===== config.mk =====
export PLATFORM = sky130hd
export DESIGN_NAME = sequential_bcd_converter
export DESIGN_NICKNAME = d
export VERILOG_FILES = /design/src/rtl/sequential_bcd_pkg.sv /design/src/rtl/bcd_digit_adjust.sv /design/src/rtl/sequential_bcd_converter.sv
export SDC_FILE = /design/constraint.sdc
export NUM_CORES = 1
export LEC_CHECK = 0
export CAP_MARGIN = 15
export CORE_ASPECT_RATIO = 1.5
export CORE_MARGIN = 2
export CORE_UTILIZATION = 28
export DETAILED_ROUTE_END_ITERATION = 7
export GPL_TIMING_DRIVEN = 1
export HOLD_SLACK_MARGIN = 0.08
export PLACE_DENSITY = 0.44
export SLEW_MARGIN = 20
export SYNTH_ARGS = -nofsm -noshare
export SYNTH_HDL_FRONTEND = slang
export SYNTH_HIERARCHICAL = 1
export SYNTH_SLANG_ARGS = --single-unit

===== constraint.sdc =====
create_clock -name C -period 4.4 [get_ports C]
set_clock_uncertainty 0.2 [all_clocks]
set_input_delay 0.44 -clock C [delete_from_list [all_inputs] [get_ports C]]
set_output_delay 0.44 -clock C [all_outputs]
set_load 0.02 [all_outputs]

===== src/rtl/sequential_bcd_pkg.sv =====
// Shared definitions for the sequential binary-to-BCD converter:
// digit-adjust constants, FSM state encoding and 7-segment patterns.
// Optional feature macro: SEVEN_SEG_EN (uses seg_decode below).
package sequential_bcd_pkg;

    // Width of one BCD digit and the double-dabble adjust rule (>=5 -> +3)
    localparam int         BCD_DIGIT_W   = 4;
    localparam logic [3:0] ADJ_THRESHOLD = 4'd5;
    localparam logic [3:0] ADJ_ADD       = 4'd3;

    // Converter FSM: IDLE waits for start, CONV shifts one bit per clock
    typedef enum logic {
        IDLE = 1'b0,
        CONV = 1'b1
    } state_t;

    // Active-high segment patterns, bit order {g,f,e,d,c,b,a}
    localparam logic [6:0] SEG_0     = 7'b0111111;
    localparam logic [6:0] SEG_1     = 7'b0000110;
    localparam logic [6:0] SEG_2     = 7'b1011011;
    localparam logic [6:0] SEG_3     = 7'b1001111;
    localparam logic [6:0] SEG_4     = 7'b1100110;
    localparam logic [6:0] SEG_5     = 7'b1101101;
    localparam logic [6:0] SEG_6     = 7'b1111101;
    localparam logic [6:0] SEG_7     = 7'b0000111;
    localparam logic [6:0] SEG_8     = 7'b1111111;
    localparam logic [6:0] SEG_9     = 7'b1101111;
    localparam logic [6:0] SEG_BLANK = 7'b0000000;

    // Decode one BCD digit; non-decimal codes 10-15 show blank
    function automatic logic [6:0] seg_decode(input logic [3:0] digit);
        logic [6:0] pattern;
        case (digit)
            4'd0:    pattern = SEG_0;
            4'd1:    pattern = SEG_1;
            4'd2:    pattern = SEG_2;
            4'd3:    pattern = SEG_3;
            4'd4:    pattern = SEG_4;
            4'd5:    pattern = SEG_5;
            4'd6:    pattern = SEG_6;
            4'd7:    pattern = SEG_7;
            4'd8:    pattern = SEG_8;
            4'd9:    pattern = SEG_9;
            default: pattern = SEG_BLANK;
        endcase
        return pattern;
    endfunction

endpackage


===== src/rtl/bcd_digit_adjust.sv =====
// One-digit double-dabble correction: adds 3 (mod 16) when the digit is >= 5,
// so the following left shift carries correctly into the next decimal digit.
module bcd_digit_adjust
    import sequential_bcd_pkg::*;
(
    input  logic [3:0] digit_i,
    output logic [3:0] digit_o
);

    // Conditional add-3; 4-bit wrap is intentional and never reached in valid use
    always_comb begin
        digit_o = digit_i;
        if (digit_i >= ADJ_THRESHOLD) begin
            digit_o = digit_i + ADJ_ADD;
        end
    end

endmodule


===== src/rtl/sequential_bcd_converter.sv =====
// Sequential binary-to-BCD converter (shift-and-add-3, one bit per clock).
// Handshake: start is sampled only in IDLE; the edge that accepts it captures
// bin and raises busy. busy drops on the edge that raises done; done is a
// one-cycle pulse marking the update of bcd/ovf, which then hold until the
// next done or reset. A start during CONV is ignored.
// Optional feature macro: SEVEN_SEG_EN adds the seg output (7 bits per digit).
module sequential_bcd_converter
    import sequential_bcd_pkg::*;
#(
    parameter int WIDTH  = 9,
    parameter int DIGITS = 3
) (
    input  logic                  C,
    input  logic                  R,
    input  logic                  start,
    input  logic [WIDTH-1:0]      bin,
    output logic                  busy,
    output logic                  done,
    output logic [4*DIGITS-1:0]   bcd,
    output logic                  ovf,
    output state_t                state_dbg
`ifdef SEVEN_SEG_EN
    ,
    output logic [7*DIGITS-1:0]   seg
`endif
);

    localparam int BCD_W = BCD_DIGIT_W * DIGITS;
    localparam int CNT_W = $clog2(WIDTH + 1);

    state_t             state_q, state_d;
    logic [BCD_W-1:0]   bcd_work_q, bcd_work_d;
    logic [WIDTH-1:0]   bin_work_q, bin_work_d;
    logic [CNT_W-1:0]   cnt_q, cnt_d;
    logic               acc_q, acc_d;
    logic [BCD_W-1:0]   bcd_q, bcd_d;
    logic               ovf_q, ovf_d;
    logic               done_q, done_d;

    logic [BCD_W-1:0]   adj_work;
    logic [BCD_W-1:0]   shifted_bcd;
    logic               shift_out;
    logic               last_iter;

    // Per-digit add-3 correction applied before every shift
    for (genvar g = 0; g < DIGITS; g++) begin : g_adj
        bcd_digit_adjust u_adj (
            .digit_i (bcd_work_q[BCD_DIGIT_W*g +: BCD_DIGIT_W]),
            .digit_o (adj_work[BCD_DIGIT_W*g +: BCD_DIGIT_W])
        );
    end

    // Shift the adjusted digits left, pulling in the next binary MSB; the bit
    // leaving the top digit is what did not fit and feeds the overflow flag
    assign shifted_bcd = {adj_work[BCD_W-2:0], bin_work_q[WIDTH-1]};
    assign shift_out   = adj_work[BCD_W-1];
    assign last_iter   = (cnt_q == CNT_W'(1));

    // State register
    always_ff @(posedge C or posedge R) begin
        if (R) begin
            state_q <= IDLE;
        end else begin
            state_q <= state_d;
        end
    end

    // Next-state logic: leave IDLE on start, return after the last iteration
    always_comb begin
        state_d = state_q;
        case (state_q)
            IDLE:    if (start)     state_d = CONV;
            CONV:    if (last_iter) state_d = IDLE;
            default:                state_d = IDLE;
        endcase
    end

    // Datapath/output next values: load on accept, iterate in CONV, publish on last
    always_comb begin
        bcd_work_d = bcd_work_q;
        bin_work_d = bin_work_q;
        cnt_d      = cnt_q;
        acc_d      = acc_q;
        bcd_d      = bcd_q;
        ovf_d      = ovf_q;
        done_d     = 1'b0;
        case (state_q)
            IDLE: begin
                if (start) begin
                    bcd_work_d = '0;
                    bin_work_d = bin;
                    cnt_d      = CNT_W'(WIDTH);
                    acc_d      = 1'b0;
                end
            end
            CONV: begin
                bcd_work_d = shifted_bcd;
                bin_work_d = {bin_work_q[WIDTH-2:0], 1'b0};
                cnt_d      = cnt_q - CNT_W'(1);
                acc_d      = acc_q | shift_out;
                if (last_iter) begin
                    bcd_d  = shifted_bcd;
                    ovf_d  = acc_q | shift_out;
                    done_d = 1'b1;
                end
            end
            default: ;
        endcase
    end

    // Datapath and result registers; reset aborts any conversion silently
    always_ff @(posedge C or posedge R) begin
        if (R) begin
            bcd_work_q <= '0;
            bin_work_q <= '0;
            cnt_q      <= '0;
            acc_q      <= 1'b0;
            bcd_q      <= '0;
            ovf_q      <= 1'b0;
            done_q     <= 1'b0;
        end else begin
            bcd_work_q <= bcd_work_d;
            bin_work_q <= bin_work_d;
            cnt_q      <= cnt_d;
            acc_q      <= acc_d;
            bcd_q      <= bcd_d;
            ovf_q      <= ovf_d;
            done_q     <= done_d;
        end
    end

    assign busy      = (state_q == CONV);
    assign done      = done_q;
    assign bcd       = bcd_q;
    assign ovf       = ovf_q;
    assign state_dbg = state_q;

`ifdef SEVEN_SEG_EN
    // Display decode straight from the registered result
    for (genvar s = 0; s < DIGITS; s++) begin : g_seg
        assign seg[7*s +: 7] = seg_decode(bcd_q[BCD_DIGIT_W*s +: BCD_DIGIT_W]);
    end
`endif

endmodule


==> flow_summary_export.csv <==
group,metric,value,unit
layout,final_cell_mix,"41 x dfrtp_1, 29 x nand2_1, 27 x clkdlybuf4s50_1",
clock_tree,cts_buffer_depth,2,
drt,drc,0,
synthesis,ys_seq_elements,41,
place,portBuffers,27,
status,status,"finished clean",
clock_tree,cts_inserted_buffers,5,
drt,num_vias,1344,
power,leakage,1.12,nW
setup_path,worstReg2RegEnd,"bcd[2]",
floorplan,core,0.00718,mm²
synthesis,yosysTopAreaCell,"dfrtp_1",
clock_tree,cts.sinks,41,
floorplan,die_width,73.8,µm
setup_path,cp.arrival,1.70,ns
synthesis,ys_types,28,
setup_path,cp.buffers_inverters,1,
drt,wl_per_cell,12.2,µm
sta,worst_pin_slew,1.04,ns
floorplan,start_util,28.5,%
min_path,min_to,"bin_work_q[8]",
setup_path,crit_fanout,20,
synthesis,yosys.area.top_type_share,50.1,%
min_path,worstHoldPathCells,2,
run,maxCapViolCount,0,
sta,min_period,2.34,ns
grt,antenna_found_initial,0,
power,power_frac_clock,13.5,%
synthesis,syn_inst,191,
min_path,min_from,"bin_work_q[7]",
power,pwr-share-comb,48.0,%
power,power_density,738,mW/mm²
layout,antenna_cells,0,
layout,area_growth,21.9,%
grt,grt_pass1_vias,1367,
grt,overflow,0,
drt,dr.pass1.iters,4,
sta,finalSetupViolCount,0,
setup_path,start_kind,"flop",
sta,max_slew_margin,30.2,%
synthesis,yosys-top-cells-area,"dfrtp_1 50%, mux2i_1 5.9%, mux2_4 5.9%",
grt,grt_max_degree,42,
setup_path,path_class,"flop to output port",
setup_path,slowest_stage,"clkdlybuf4s50_1",
setup_path,r2r_slack,2.11,ns
setup_path,cpPeakStageDelay,0.72,ns
floorplan,die_area,0.00803,mm²
layout,final_net_count,237,
synthesis,synth_fp_nets,211,
synthesis,ys_warn_count,6,
power,power,1.84,mW
place,place.gp.congestion,0.724,
setup_path,r2r-start,"busy",
setup_path,crit_chain,"clkdlybuf4s50_1",
power,netSwitchingFraction,38.6,%
power,p_seq_share,38.5,%
sta,slew_violations,0,
sta,setup_tns,0,ns
sta,hold_violations,0,
floorplan,die_h,109,µm
sta,rsz0062_at_grt,"false",
clock_tree,cts_max_level,2,
drt,ant_nets,0,
setup_path,worst_ep_required_time,3.76,ns
synthesis,seq_area_frac_synth,50.1,%
sta,finalCritPeriodShare,53.2,%
synthesis,syn-cell-area,0.00205,mm²
clock_tree,clk-insertion-delay-late,0.28,ns
floorplan,num_io_pins,28,
grt,globalRouteTotalUtil,10.9,%
clock_tree,cts_tree,"yes",
layout,final_common_cell,"dfrtp_1",
drt,viasPerCell,4.24,
synthesis,syn_avg_cell_area,10.7,µm²
sta,fmax,0.427,GHz
drt,routed_wl,3.87,mm
power,netSwitchingPower,712,µW
clock_tree,clkTransAtPathRegs,0.08,ns
setup_path,cp_top_family,"buffers and inverters",
clock_tree,cts_hold_buf,0,
setup_path,startpoint,"busy",
setup_path,end_kind,"output port",
clock_tree,post_cts_buffers,0,
clock_tree,cts-resized-gates,0,
setup_path,reg2reg_depth,3,
power,p_int,1.13,mW
min_path,hp-class,"flop to flop",
drt,first_iter_violations,59,
grt,grt_pass1_wl,6.69,mm
power,ir_drop,200,µV
place,hpwl,2.61,mm
clock_tree,root_buffer,"clkbuf_8",
layout,drive_above_1_share,12.4,%
floorplan,rows,38,
[state kept, by name (all words and copies together), names as in the netlist]
signal / flops
bcd: 12
bcd_work_q: 12
cnt_q: 4
done: 1
busy: 1
ovf: 1
bin_work_q: 9
acc_q: 1
[synth_stat cells]
| master | count |
|---|---|
| or4_1 | 1 |
| a22o_1 | 4 |
| buf_4 | 2 |
| a21oi_1 | 1 |
| ha_1 | 8 |
| dfrtp_1 | 41 |
| nor3b_1 | 1 |
| mux2_4 | 8 |
| o21ai_0 | 20 |
| clkbuf_1 | 4 |
| xor2_1 | 1 |
| xnor2_1 | 3 |
| nand2b_1 | 16 |
| a31oi_1 | 1 |
| a21oi_2 | 3 |
| a21o_1 | 1 |
| mux2i_1 | 12 |
| nor2_1 | 6 |
| inv_1 | 10 |
| o21ai_1 | 3 |
| buf_12 | 1 |
| nor4bb_1 | 1 |
| nand2_1 | 29 |
| mux2_2 | 5 |
| buf_2 | 4 |
| or2_2 | 1 |
| nor3_1 | 2 |
| o31ai_1 | 2 |
[area by class of cell]
class / instances / area, µm²
fill: 726 / 4680
tap: 100 / 125
timing repair buffer: 30 / 293
inverter: 10 / 37.5
clock buffer: 7 / 86.3
multi-input combinational: 129 / 930
sequential: 41 / 1030
[power by group through the flow]
stage          logic (mW)  clock network (mW)  registers, mW
5_1_grt             0.992               0.276          0.745
2_1_floorplan       0.603                   0          0.738
3_5_place_dp        0.900                   0          0.721
6_report            0.885               0.249          0.710
3_3_place_gp        0.897                   0          0.719
4_1_cts             0.902               0.264          0.716
[how the worst max path moves through the flow]
stage / end / cells past startpoint
finish: state_dbg / 1
global route: bcd[1] / 3
CTS: state_dbg / 1
detailed placement: bcd_work_q[11] / 3
global placement: bcd_work_q[11] / 3
floorplan: bcd[0] / 6
[cell families (layout without fill, tap and decap cells)]
| kind of cell | Yosys count | count (layout) | share of synthesized area [%] |
|---|---|---|---|
| buffers and inverters | 21 | 47 | 5.25 |
| AO/OA/AOI/OAI | 35 | 35 | 10.3 |
| AND/OR/NAND/NOR | 57 | 57 | 13.3 |
| flip-flops | 41 | 41 | 50.1 |
| multiplexers | 25 | 25 | 14.5 |
| adder cells (fa/ha/maj) | 8 | 8 | 4.89 |
| XOR/XNOR | 4 | 4 | 1.71 |
[per-layer routing]
| metal | GRT usage, % | part of all wire [%] | vias to the layer above |
|---|---|---|---|
| met5 | 0 | 0 | - |
| met4 | 5.45 | 2.4 | 0 |
| met3 | 1.66 | 2.2 | 6 |
| met2 | 18.0 | 49 | 18 |
| met1 | 13.7 | 47 | 634 |
| li1 | - | - | 686 |
[metrics by stage]
stage / instance area (µm²) / hold WS, ns / std cells / util [%] / setup WS (ns)
after floorplan: 2050 / 0.249 / 191 / - / 2.65
after global placement: 2410 / 0.261 / 310 / 33.6 / 1.96
after detailed placement: 2410 / 0.270 / 310 / 33.6 / 1.94
after CTS: 2500 / 0.294 / 317 / 34.8 / 2.03
after global routing: 2500 / 0.318 / 317 / 34.8 / 1.95
final: 2500 / 0.286 / 317 / 34.8 / 2.06
Power figures use the tool's default switching activity.
